<file path="config.mk">
export PLATFORM = sky130hd
export DESIGN_NAME = apb_master_arbiter
export DESIGN_NICKNAME = d
export VERILOG_FILES = /design/src/rtl/apb_arb_pkg.sv /design/src/rtl/apb_master_arbiter_rr_arbiter.sv /design/src/rtl/apb_master_arbiter.sv
export SDC_FILE = /design/constraint.sdc
export NUM_CORES = 1
export LEC_CHECK = 0
export CORE_ASPECT_RATIO = 0.9
export CORE_MARGIN = 3
export CORE_UTILIZATION = 42
export DETAILED_ROUTE_END_ITERATION = 16
export GPL_TIMING_DRIVEN = 0
export PLACE_DENSITY = 0.86
export SLEW_MARGIN = 10
export SYNTH_ARGS = -nofsm -noshare
export SYNTH_HDL_FRONTEND = slang
export SYNTH_SLANG_ARGS = --single-unit
</file>
<file path="constraint.sdc">
create_clock -name PCLK -period 3.45 [get_ports PCLK]
set_clock_uncertainty 0.15 [all_clocks]
set_input_delay 0.8625 -clock PCLK [delete_from_list [all_inputs] [get_ports PCLK]]
set_output_delay 0.8625 -clock PCLK [all_outputs]
set_load 0.03 [all_outputs]
</file>
<file path="src/rtl/apb_arb_pkg.sv">
// Shared FSM state type and sizing helpers for the APB master arbiter.
package apb_arb_pkg;

  typedef enum logic [1:0] {
    ST_IDLE   = 2'd0,
    ST_SETUP  = 2'd1,
    ST_ACCESS = 2'd2
  } apb_state_e;

  // A disabled timeout (0) still gets a 1-bit counter so the vector is never empty.
  function automatic int tmo_cnt_width(input int timeout);
    return (timeout > 0) ? $clog2(timeout + 1) : 1;
  endfunction

  function automatic int idx_width(input int n);
    return (n > 1) ? $clog2(n) : 1;
  endfunction

endpackage

</file>
<file path="src/rtl/apb_master_arbiter_rr_arbiter.sv">
// Round-robin picker: first active request at or after the pointer wins;
// the pointer moves past the winner whenever a pick is taken.
module rr_arbiter
  import apb_arb_pkg::*;
#(
  parameter  int N  = 2,
  localparam int IW = idx_width(N)
) (
  input  logic          clk,
  input  logic          srst,
  input  logic [N-1:0]  req_i,
  input  logic          advance_i,
  output logic [N-1:0]  gnt_o,
  output logic          valid_o,
  output logic [IW-1:0] idx_o
);

  logic [IW-1:0] ptr_q, ptr_d;

  always_comb begin
    logic          found;
    logic [IW-1:0] k;
    found = 1'b0;
    gnt_o = '0;
    idx_o = '0;
    k     = '0;
    for (int i = 0; i < N; i++) begin
      k = IW'((int'(ptr_q) + i) % N);
      if (!found && req_i[k]) begin
        found    = 1'b1;
        gnt_o[k] = 1'b1;
        idx_o    = k;
      end
    end
    valid_o = found;
  end

  always_comb begin
    ptr_d = ptr_q;
    if (advance_i && valid_o) begin
      ptr_d = (int'(idx_o) == N - 1) ? '0 : idx_o + 1'b1;
    end
  end

  always_ff @(posedge clk) begin
    if (srst) ptr_q <= '0;
    else      ptr_q <= ptr_d;
  end

endmodule

</file>
<file path="src/rtl/apb_master_arbiter.sv">
// Shares one APB master port among several requesters: round-robin pick,
// SETUP/ACCESS sequencing, wait-state hold and a per-transfer hang timeout.
module apb_master_arbiter
  import apb_arb_pkg::*;
#(
  parameter int PADDR_SIZE = 12,
  parameter int PDATA_SIZE = 32,
  parameter int REQUESTERS = 2,
  parameter int TIMEOUT    = 256
) (
  input  logic                                  PCLK,
  input  logic                                  PRESET,
  input  logic [REQUESTERS-1:0]                 req_i,
  input  logic [REQUESTERS-1:0][PADDR_SIZE-1:0] req_addr_i,
  input  logic [REQUESTERS-1:0]                 req_write_i,
  input  logic [REQUESTERS-1:0][PDATA_SIZE-1:0] req_wdata_i,
  output logic [REQUESTERS-1:0]                 req_gnt_o,
  output logic [REQUESTERS-1:0]                 req_done_o,
  output logic [PDATA_SIZE-1:0]                 req_rdata_o,
  output logic                                  req_err_o,
  output logic                                  PSEL,
  output logic                                  PENABLE,
  output logic [PADDR_SIZE-1:0]                 PADDR,
  output logic                                  PWRITE,
  output logic [PDATA_SIZE-1:0]                 PWDATA,
  input  logic [PDATA_SIZE-1:0]                 PRDATA,
  input  logic                                  PREADY,
  input  logic                                  PSLVERR
);

  localparam int            IW       = idx_width(REQUESTERS);
  localparam int            CW       = tmo_cnt_width(TIMEOUT);
  localparam logic [CW-1:0] CNT_MAX  = '1;
  localparam logic [CW-1:0] CNT_LAST = CW'((TIMEOUT > 0) ? TIMEOUT - 1 : 0);

  apb_state_e              state_q, state_d;
  logic                    psel_q, psel_d;
  logic                    penable_q, penable_d;
  logic [PADDR_SIZE-1:0]   paddr_q, paddr_d;
  logic                    pwrite_q, pwrite_d;
  logic [PDATA_SIZE-1:0]   pwdata_q, pwdata_d;
  logic [REQUESTERS-1:0]   gnt_q, gnt_d;
  logic [REQUESTERS-1:0]   done_q, done_d;
  logic [PDATA_SIZE-1:0]   rdata_q, rdata_d;
  logic                    err_q, err_d;
  logic [CW-1:0]           cnt_q, cnt_d;

  logic [REQUESTERS-1:0]   arb_req;
  logic [REQUESTERS-1:0]   arb_gnt;
  logic                    arb_valid;
  logic [IW-1:0]           arb_idx;
  logic                    timeout_hit;

  // A requester being told "done" this cycle still has req_i high; keep it out.
  assign arb_req = req_i & ~done_q;

  rr_arbiter #(
    .N (REQUESTERS)
  ) u_rr (
    .clk       (PCLK),
    .srst      (PRESET),
    .req_i     (arb_req),
    .advance_i (state_q == ST_IDLE),
    .gnt_o     (arb_gnt),
    .valid_o   (arb_valid),
    .idx_o     (arb_idx)
  );

  assign timeout_hit = (TIMEOUT != 0) && !PREADY && (cnt_q == CNT_LAST);

  always_comb begin
    state_d   = state_q;
    psel_d    = psel_q;
    penable_d = penable_q;
    paddr_d   = paddr_q;
    pwrite_d  = pwrite_q;
    pwdata_d  = pwdata_q;
    gnt_d     = gnt_q;
    done_d    = '0;
    rdata_d   = rdata_q;
    err_d     = err_q;
    cnt_d     = cnt_q;
    case (state_q)
      ST_IDLE: begin
        if (arb_valid) begin
          state_d  = ST_SETUP;
          psel_d   = 1'b1;
          paddr_d  = req_addr_i[arb_idx];
          pwrite_d = req_write_i[arb_idx];
          pwdata_d = req_wdata_i[arb_idx];
          gnt_d    = arb_gnt;
        end
      end
      ST_SETUP: begin
        state_d   = ST_ACCESS;
        penable_d = 1'b1;
        cnt_d     = '0;
      end
      ST_ACCESS: begin
        if (!PREADY && cnt_q != CNT_MAX) cnt_d = cnt_q + 1'b1;
        // A slave answering on the timeout cycle still gets its response through.
        if (PREADY || timeout_hit) begin
          state_d   = ST_IDLE;
          psel_d    = 1'b0;
          penable_d = 1'b0;
          gnt_d     = '0;
          done_d    = gnt_q;
          err_d     = PREADY ? PSLVERR : 1'b1;
          rdata_d   = (PREADY && !pwrite_q) ? PRDATA : '0;
        end
      end
      default: state_d = ST_IDLE;
    endcase
  end

  always_ff @(posedge PCLK) begin
    if (PRESET) begin
      state_q   <= ST_IDLE;
      psel_q    <= 1'b0;
      penable_q <= 1'b0;
      paddr_q   <= '0;
      pwrite_q  <= 1'b0;
      pwdata_q  <= '0;
      gnt_q     <= '0;
      done_q    <= '0;
      rdata_q   <= '0;
      err_q     <= 1'b0;
      cnt_q     <= '0;
    end else begin
      state_q   <= state_d;
      psel_q    <= psel_d;
      penable_q <= penable_d;
      paddr_q   <= paddr_d;
      pwrite_q  <= pwrite_d;
      pwdata_q  <= pwdata_d;
      gnt_q     <= gnt_d;
      done_q    <= done_d;
      rdata_q   <= rdata_d;
      err_q     <= err_d;
      cnt_q     <= cnt_d;
    end
  end

  assign PSEL        = psel_q;
  assign PENABLE     = penable_q;
  assign PADDR       = paddr_q;
  assign PWRITE      = pwrite_q;
  assign PWDATA      = pwdata_q;
  assign req_gnt_o   = gnt_q;
  assign req_done_o  = done_q;
  assign req_rdata_o = rdata_q;
  assign req_err_o   = err_q;

endmodule

</file>
# ---- Word-level counts from Yosys, hierarchy flattened
# Index checks and enable logic that the tools add are counted.
dict set report totals {
  ff_bits 96
  output_inout_bits 84
  elab_cells 87
}
dict set report classes {
  add_sub_neg 3
  order_cmp 5
  n_eq_ne 7
  muxes 34
  bitwise_logic 5
  reduce_logical 21
}
# cell count
set op_table {}
lappend op_table {{32-bit 2-to-1 mux} 3}
lappend op_table {{12-bit 2-to-1 mux} 2}
lappend op_table {{9-bit one-hot mux with 2 select lines} 1}
lappend op_table {{1-bit 2-to-1 mux} 16}
lappend op_table {{2-bit 2-to-1 mux} 5}
lappend op_table {{2-bit AND reduction} 5}
lappend op_table {{9-bit by 1-bit adder with 9-bit output, second input constant} 1}
lappend op_table {{9-bit by 8-bit == test with 1-bit output, second input constant} 1}
lappend op_table {{9-bit 2-to-1 mux} 1}
lappend op_table {{9-bit != test, second input constant} 1}
lappend op_table {{1-bit logical AND} 7}
lappend op_table {{1-bit by 2-bit < comparator with 1-bit output, second input constant} 3}
lappend op_table {{2-bit != test, second input constant} 3}
lappend op_table {{2-bit one-hot mux with 3 select lines} 1}
lappend op_table {{1-bit one-hot mux with 2 select lines} 2}
lappend op_table {{2-bit one-hot mux with 2 select lines} 1}
lappend op_table {{2-bit nonzero test} 2}
lappend op_table {{1-bit zero test} 3}
lappend op_table {{3-bit AND reduction} 1}
lappend op_table {{3-bit OR reduction} 1}
lappend op_table {{1-bit adder, second input constant} 2}
lappend op_table {{2-bit AND} 1}
lappend op_table {{1-bit demux with 1-bit select} 2}
lappend op_table {{2-bit by 1-bit == test with 1-bit output, second input constant} 1}
lappend op_table {{other kinds (7)} 9}

# ---- Depth between registers and ports, before layout
# Gate-level depths: netlist of run 1.
dict set report depth {
  depth_word 10
  depth_mapped 9
  ltp_nobuf 8
}

# ---- Cells and area by module
# A second synthesis of run 1 with hierarchy kept.
dict set report hier_totals {
  cells_unflattened 379
  hier_area_um2 3849.9
}
# mod instances cells_per_inst area_per_inst_um2
set modules_own_cells {}
lappend modules_own_cells {apb_master_arbiter 1 370 3771.1}
lappend modules_own_cells {rr_arbiter 1 9 78.8}

# ---- Least setup slack after synthesis of run 1
# OpenSTA, ideal clock, no wires.
dict set report synth_timing {
  kind {in2reg}
  startpoint {in req_i[0]}
  endpoint {reg paddr_q[2] (netlist: PADDR[2])}
  setup_ns 0.133
  arrival_ns 1.878
  t_required_ns 3.167
  path_slack_ns 1.289
  path_stages 6
  cell_sequence {or3b_4 > and2_4 > buf_6 > buf_6 > a21oi_1 > a211oi_2}
}
dict set report synth_via {
  elab_chain_cells 9
  word_cells_on_any_way 14
  classes_between {10 x mux; 1 x bitwise; 3 x reduce/logical}
}
# item line
set synth_rtl {}
lappend synth_rtl {{start: declaration} apb_master_arbiter.sv:13} ;# input logic [REQUESTERS-1:0] req_i,
lappend synth_rtl {{2-bit AND (*)} apb_master_arbiter.sv:55} ;# assign arb_req = req_i & ~done_q;
lappend synth_rtl {{1-bit 2-to-1 mux (not written as such) (2 in series)} apb_master_arbiter_rr_arbiter.sv:29} ;# if (!found && req_i[k]) begin
lappend synth_rtl {{1-bit 2-to-1 mux} apb_master_arbiter_rr_arbiter.sv:29}
lappend synth_rtl {{1-bit zero test} apb_master_arbiter_rr_arbiter.sv:29}
lappend synth_rtl {{1-bit logical AND} apb_master_arbiter_rr_arbiter.sv:29}
lappend synth_rtl {{1-bit 2-to-1 mux} apb_master_arbiter_rr_arbiter.sv:29}
lappend synth_rtl {{12-bit 2-to-1 mux (not written as such) (2 in series)} apb_master_arbiter.sv:88} ;# paddr_d = req_addr_i[arb_idx];
lappend synth_rtl {{end signal: assignment} apb_master_arbiter.sv:133} ;# paddr_q <= paddr_d;
lappend synth_rtl {{end: declaration} apb_master_arbiter.sv:39} ;# logic [PADDR_SIZE-1:0] paddr_q, paddr_d;
# Every way passes the cells marked *; elsewhere a longest branch is shown, timed or not. The select of a mux whose other input is x is not followed.
# A chain may end at the register's enable or synchronous reset.

# ---- Worst setup path after layout of run 1
dict set report layout_timing {
  startpoint {reg pwrite_q (netlist: PWRITE)}
  endpoint {out PWRITE}
}
# item line
set layout_lines {}
lappend layout_lines {{start: declaration} apb_master_arbiter.sv:40} ;# logic pwrite_q, pwrite_d;
lappend layout_lines {{start signal: assignment} apb_master_arbiter.sv:134} ;# pwrite_q <= pwrite_d;
lappend layout_lines {{end: declaration} apb_master_arbiter.sv:24} ;# output logic PWRITE,
# No word-level cell between the ends.

==> results of run 1 <==
==> state kept, by name, summed over array words and instances (netlist names) <==
register     flops
PADDR           12
req_done_o       2
PENABLE          1
PWDATA          32
PWRITE           1
req_rdata_o     32
req_err_o        1
u_rr.ptr_q       1
cnt_q            9
state_q          2
req_gnt_o        2
PSEL             1
==> report_power, final <==
part / leakage (nW) / internal (W) / switching, W
Clock: 0.0974 / 0.000286 / 0.000439
Combinational: 1.56 / 0.000385 / 0.000432
Sequential: 0.787 / 0.00119 / 0.0000519
Total: 2.44 / 0.00187 / 0.000923
==> Yosys cell counts, drive strengths merged <==
library cell / instances
clkbuf: 5
a21oi: 50
o21a: 1
nand2: 51
o311ai: 1
a21o: 1
nand2b: 5
nand4: 3
a311oi: 1
xor2: 4
a22o: 32
nor4b: 2
or3: 1
nor2: 58
ha: 3
and3: 4
nor3: 1
nor2b: 4
nand3: 5
nor3b: 2
inv: 3
and2: 1
a22oi: 2
a211oi: 46
o31ai: 2
and2b: 1
o21ai: 3
or3b: 2
dfxtp: 96
buf: 26
==> per-layer routing <==
metal,up-vias,wire (microns),part of all wire
li1,1923,-,-
met3,26,1030,0.081
met4,0,303,0.024
met2,169,6510,0.51
met1,1856,4840,0.38
met5,-,0,0
==> final timing paths <==
path,end,cells past startpoint
worst max-delay path,PWRITE,1
worst min-delay path,PSEL$_SDFFE_PP0P_,1
worst max register to register,cnt_q[6]$_SDFFE_PP0P_,8
worst min register to register,PSEL$_SDFFE_PP0P_,1
==> per-stage QoR <==
step | setup slack (ns) | hold slack, ns | utilization
floorplan | 1.29 | 0.282 | -
global placement | 0.739 | 0.286 | 0.697
detailed placement | 0.715 | 0.297 | 0.697
CTS | 0.910 | 0.322 | 0.719
global route | 0.875 | 0.352 | 0.719
finish | 0.926 | 0.321 | 0.719
==> logic make-up after synthesis <==
kind of cell | count (synthesis) | share of synthesized area
simple gates | 140 | 0.170
compound gates | 139 | 0.256
flops | 96 | 0.501
buf+inv | 34 | 0.0539
xor+xnor | 4 | 0.00914
fa+ha+maj | 3 | 0.00980
==> cell type report <==
cell class | instances | share of cell area
Timing Repair Buffer | 210 | 0.335
Tap cell | 119 | 0.0237
Multi-Input combinational cell | 286 | 0.271
Sequential cell | 96 | 0.306
Inverter | 3 | 0.00179
Buffer | 31 | 0.0311
Clock inverter | 7 | 0.0116
Clock buffer | 9 | 0.0197
==> impl_results.md, run 1 <==
- Dpl hpwl: between 9000 and 10000 microns
- Max Freq: 0.396 GHz
- CP top delay family: buffers and inverters
- CP Launch Point: PWRITE$_SDFFE_PP0P_
- Resize count post-CTS: 0
- Critical path startpoint category: flop
- Port bufs: 210
- Tot Pwr: approximately 0.0028 W
- Ant. Diodes: 0
- CP max stage delay: around 0.73 ns
- Grt met2 use: 0.433
- Placeable Area: around 0.0087 sq mm
- Reg2Reg Launch Point: cnt_q[0]$_SDFFE_PP0P_
- Seq/Total Area, Yosys: 0.501
- Mapped Cells: 416
- Pins Over Slew Limit: 0
- Max rail drop VDD: ~0.33 mV
- Htree depth: 3
- DR vias/cell: 5.22
- CTS root buf: clkbuf_8
- Placed cells: between 700 and 800
- Initial DRC Count: about 140
- GPL Wtd Cong: 0.813
- Fillers: between 600 and 700
- CTS tree: yes
- Clock slew at reported path FFs: ~0.1 ns
- Synth cell types: 39
- FP Rows: 32
- Routed vias: approximately 4000
- Final hold vios: 0
- Number of global-route vias before repair: approximately 4200
- Leak: approximately 2.4 nW
- Footprint of the multi-input gates: 0.00170 sq mm
- DR DRC count: 0
- Die X: between 100 and 150 microns
- Initial antenna violation count: 0
- Top Ports: roughly 210
- CP arrival: ~1.5 ns
- #FFs+latches synth: 96
- Clk_lat worst skew: around 0.37 ns
- Die H: 96.6 microns
- Register area: between 0.0015 and 0.002 sq mm
- Nets: around 770
- Met1 usage: 0.267
- Relative max-transition margin: 0.629
- Syn Nets: 547
- TritonCTS buffer count: 9
- Post-CTS Setup Bufs: 0
- Layout area overhead: 63.9%
- Finished Layout Cells: 761
- Crit-path max FO: 3
- DR pass1 iterations: 4
- Post-route setup TNS: 0 ns
- Synth warnings: 0
- Worst Path Buf+Inv: 1
- Cts hold-fix bufs: 0
- Synth Cell Area: ~0.0038 sq mm
- Final Cycle Share: 0.732
- Synth area leader: dfxtp_1
- Critical path capture point type: output pin
- Largest net degree at the start of global routing: 20
- Detail Route Antenna Nets: 0
- Most frequent cells in the layout: clkdlybuf4s50_1, dfxtp_1, nor2_1, nand2_1, a21oi_1
- Post-Route WL: between 10000 and 15000 microns
- Routed length per instance: between 15 and 20 microns
- Worst setup path category: reg2out
- Cell Area, Placed: 0.00608 sq mm
- Pin slew with the least headroom to its limit: ~0.56 ns
- Cell at the slowest stage of the critical path: clkdlybuf4s50_1
- Synth top area share: 0.501
- Status: complete, no violations
- CTS max path bufs: 2
- Die Area: approximately 0.01 sq mm
- Final setup fails: 0
- Reg-to-reg setup timing slack: 1.11 ns
- GRT busiest layer: met2
- WP data required: between 2 and 2.5 ns
- Met3 usage: 0.0821
- P per Cell Area: about 440 mW/mm^2
- Setup repair after global routing missed its margin: false
- Synth area leaders: dfxtp_1, a211oi_1, a22o_1
- GR Overflow Total: 0
- Hold Crit Class: reg2reg
- Most common cell after layout, fill and taps aside: clkdlybuf4s50_1
- Worst-path cell chain: clkdlybuf4s50_1
- Layout cell share with drive strength beyond 1: 0.0841
- First-pass GRT wire length: ~20000 microns
- Max cap viols: 0
- Post-synthesis average cell area: about 9.2 sq um
- Hold path start: PSEL$_SDFFE_PP0P_
- Design area: between 0.006 and 0.007 sq mm
- Initial Utilization: 0.439
- Total Routing Usage GR: 0.245
- Clk sinks: 96
- Tmin final: around 2.5 ns
(Power assumes the default switching activity.)
==> run 2, diff against run 1 <==
CORE_UTILIZATION = 39   (was 42)
PLACE_DENSITY = 0.81   (was 0.86)
clock period = 2.5 ns   (was 3.45 ns; I/O delays follow)
==> run 2 against run 1 <==
  * Power up 42%
  * Setup slack worse by 0.73 ns
  * Routed wire length down 2.8%
  * Cell area up 0.50%
==> impl_results.md, run 2 (synthesis results as in run 1) <==
- Relative max-transition margin: 0.646
- Port bufs: 210
- Tot Pwr: roughly 0.0039 W
- Max Freq: between 0.4 and 0.5 GHz
- Top Ports: 212
- Htree depth: 3
- Die Area: ~0.011 sq mm
- Final setup fails: 0
- Flop pwr share: 0.436
- Initial antenna violation count: 0
- Die X: 110 microns
- Routed vias: ~4000
- DR DRC count: 0
- Max cap viols: 0
- Ant. Diodes: 0
- Leak: about 2.5 nW
- Largest net degree at the start of global routing: 20
- CP arrival: 2.43 ns
- Dpl hpwl: 9660 microns
- Final WS setup: between 0.15 and 0.2 ns
- GR Overflow Total: 0
- Worst setup path category: reg2reg
- CTS root buf: clkbuf_8
- Gate power share: 0.283
- Net Sw Power: approximately 0.0013 W
- Place WS: -0.00743 ns
- First-pass GRT wire length: a little under 20000 microns
- Number of global-route vias before repair: 4023
- Resize count post-CTS: 0
- Layout area overhead: 64.7%
- Max rail drop VDD: roughly 0.33 mV
- Pins Over Slew Limit: 0
- CTS max path bufs: 2
- Initial Utilization: 0.411
- Tmin final: ~2.3 ns
- Hold Crit Class: reg2reg
- Clk_lat worst skew: between 0.3 and 0.4 ns
- Die H: roughly 100 microns
- Clk sinks: 96
- Finished Layout Cells: 764
- Most frequent cells in the layout: clkdlybuf4s50_1, dfxtp_1, nor2_1, nand2_1, a21oi_1
- Fillers: approximately 800
- CTS tree: yes
- Internal power: between 0.002 and 0.003 W
- Post-Route WL: roughly 12000 microns
- Critical path capture point type: flop
- Setup repair after global routing missed its margin: false
- FP Rows: 33
- Layout cell share with drive strength beyond 1: 0.0841
- Placed cells: approximately 750
- Routed length per instance: roughly 16 microns
- DR vias/cell: around 5
- Placeable Area: ~0.0093 sq mm
- Total Routing Usage GR: 0.219
- Final Cycle Share: 0.922
- Cts hold-fix bufs: 0
- P per Cell Area: about 630 mW/mm^2
- Sw frac: 0.322
- Power share of the clock group: 0.281
- Post-CTS Setup Bufs: 0
- TritonCTS buffer count: 9
- DR pass1 iterations: 4
- WP data required: roughly 2.6 ns
- Initial DRC Count: ~140
- Status: complete, no violations
- Clock slew at reported path FFs: between 0.1 and 0.15 ns
- Pin slew with the least headroom to its limit: 0.532 ns
- Post-route setup TNS: 0 ns
- Detail Route Antenna Nets: 0
- GPL Wtd Cong: between 0.8 and 0.9
- Most common cell after layout, fill and taps aside: clkdlybuf4s50_1
- Nets: 768
- Final hold vios: 0
- Crit-path max FO: 9
- Critical path startpoint category: flop
[run 2: per-layer routing]
layer | routed length, microns | global-route usage
met1 | 5090 | 0.254
met2 | 6080 | 0.387
met3 | 917 | 0.0717
met4 | 245 | 0.0701
met5 | 0 | 0
[run 2: path summary, 6_finish.rpt]
check                                           start                     to  slack, ns  depth (start not counted)
worst max register to register  cnt_q[0]$_SDFFE_PP0P_  cnt_q[7]$_SDFFE_PP0P_       0.19                          7
worst min register to register      PSEL$_SDFFE_PP0P_      PSEL$_SDFFE_PP0P_       0.32                          1
worst min-delay path                PSEL$_SDFFE_PP0P_      PSEL$_SDFFE_PP0P_       0.32                          1
worst max-delay path            cnt_q[0]$_SDFFE_PP0P_  cnt_q[7]$_SDFFE_PP0P_       0.19                          7
[run 2: worst max-delay path: stages (launching register included)]
cell and delay, ns:
dfxtp_1 0.34, ha_1 0.20, and3_1 0.20, and3_1 0.19, ha_1 0.22, nor4b_4 0.49
nand4_1 0.18, o31ai_1 0.24
[run 2: power groups by stage]
stage	clock network, W	logic (W)	registers (W)
after floorplan	0	0.000368	0.00197
after global placement	0	0.00111	0.00175
after detailed placement	0	0.00112	0.00175
after CTS	0.00113	0.00112	0.00172
after global routing	0.00119	0.00120	0.00174
final	0.00111	0.00112	0.00172
[run 2: per-stage QoR]
step           instance area [sq um]   util  hold slack (ns)
3_5_place_dp                    6090  0.652            0.294
3_3_place_gp                    6090  0.652            0.288
5_1_grt                         6310  0.676            0.355
2_1_floorplan                   3830      -            0.282
4_1_cts                         6310  0.676            0.323
6_report                        6310  0.676            0.325
[run 2: layout make-up]
class                           count  area (sq um)  share of cell area
Multi-Input combinational cell    286          1700               0.270
Timing Repair Buffer              210          2100               0.333
Clock inverter                      7           100              0.0159
Clock buffer                        9           124              0.0196
Buffer                             31           195              0.0309
Inverter                            3          11.3             0.00178
Sequential cell                    96          1920               0.305
Tap cell                          122           153              0.0242
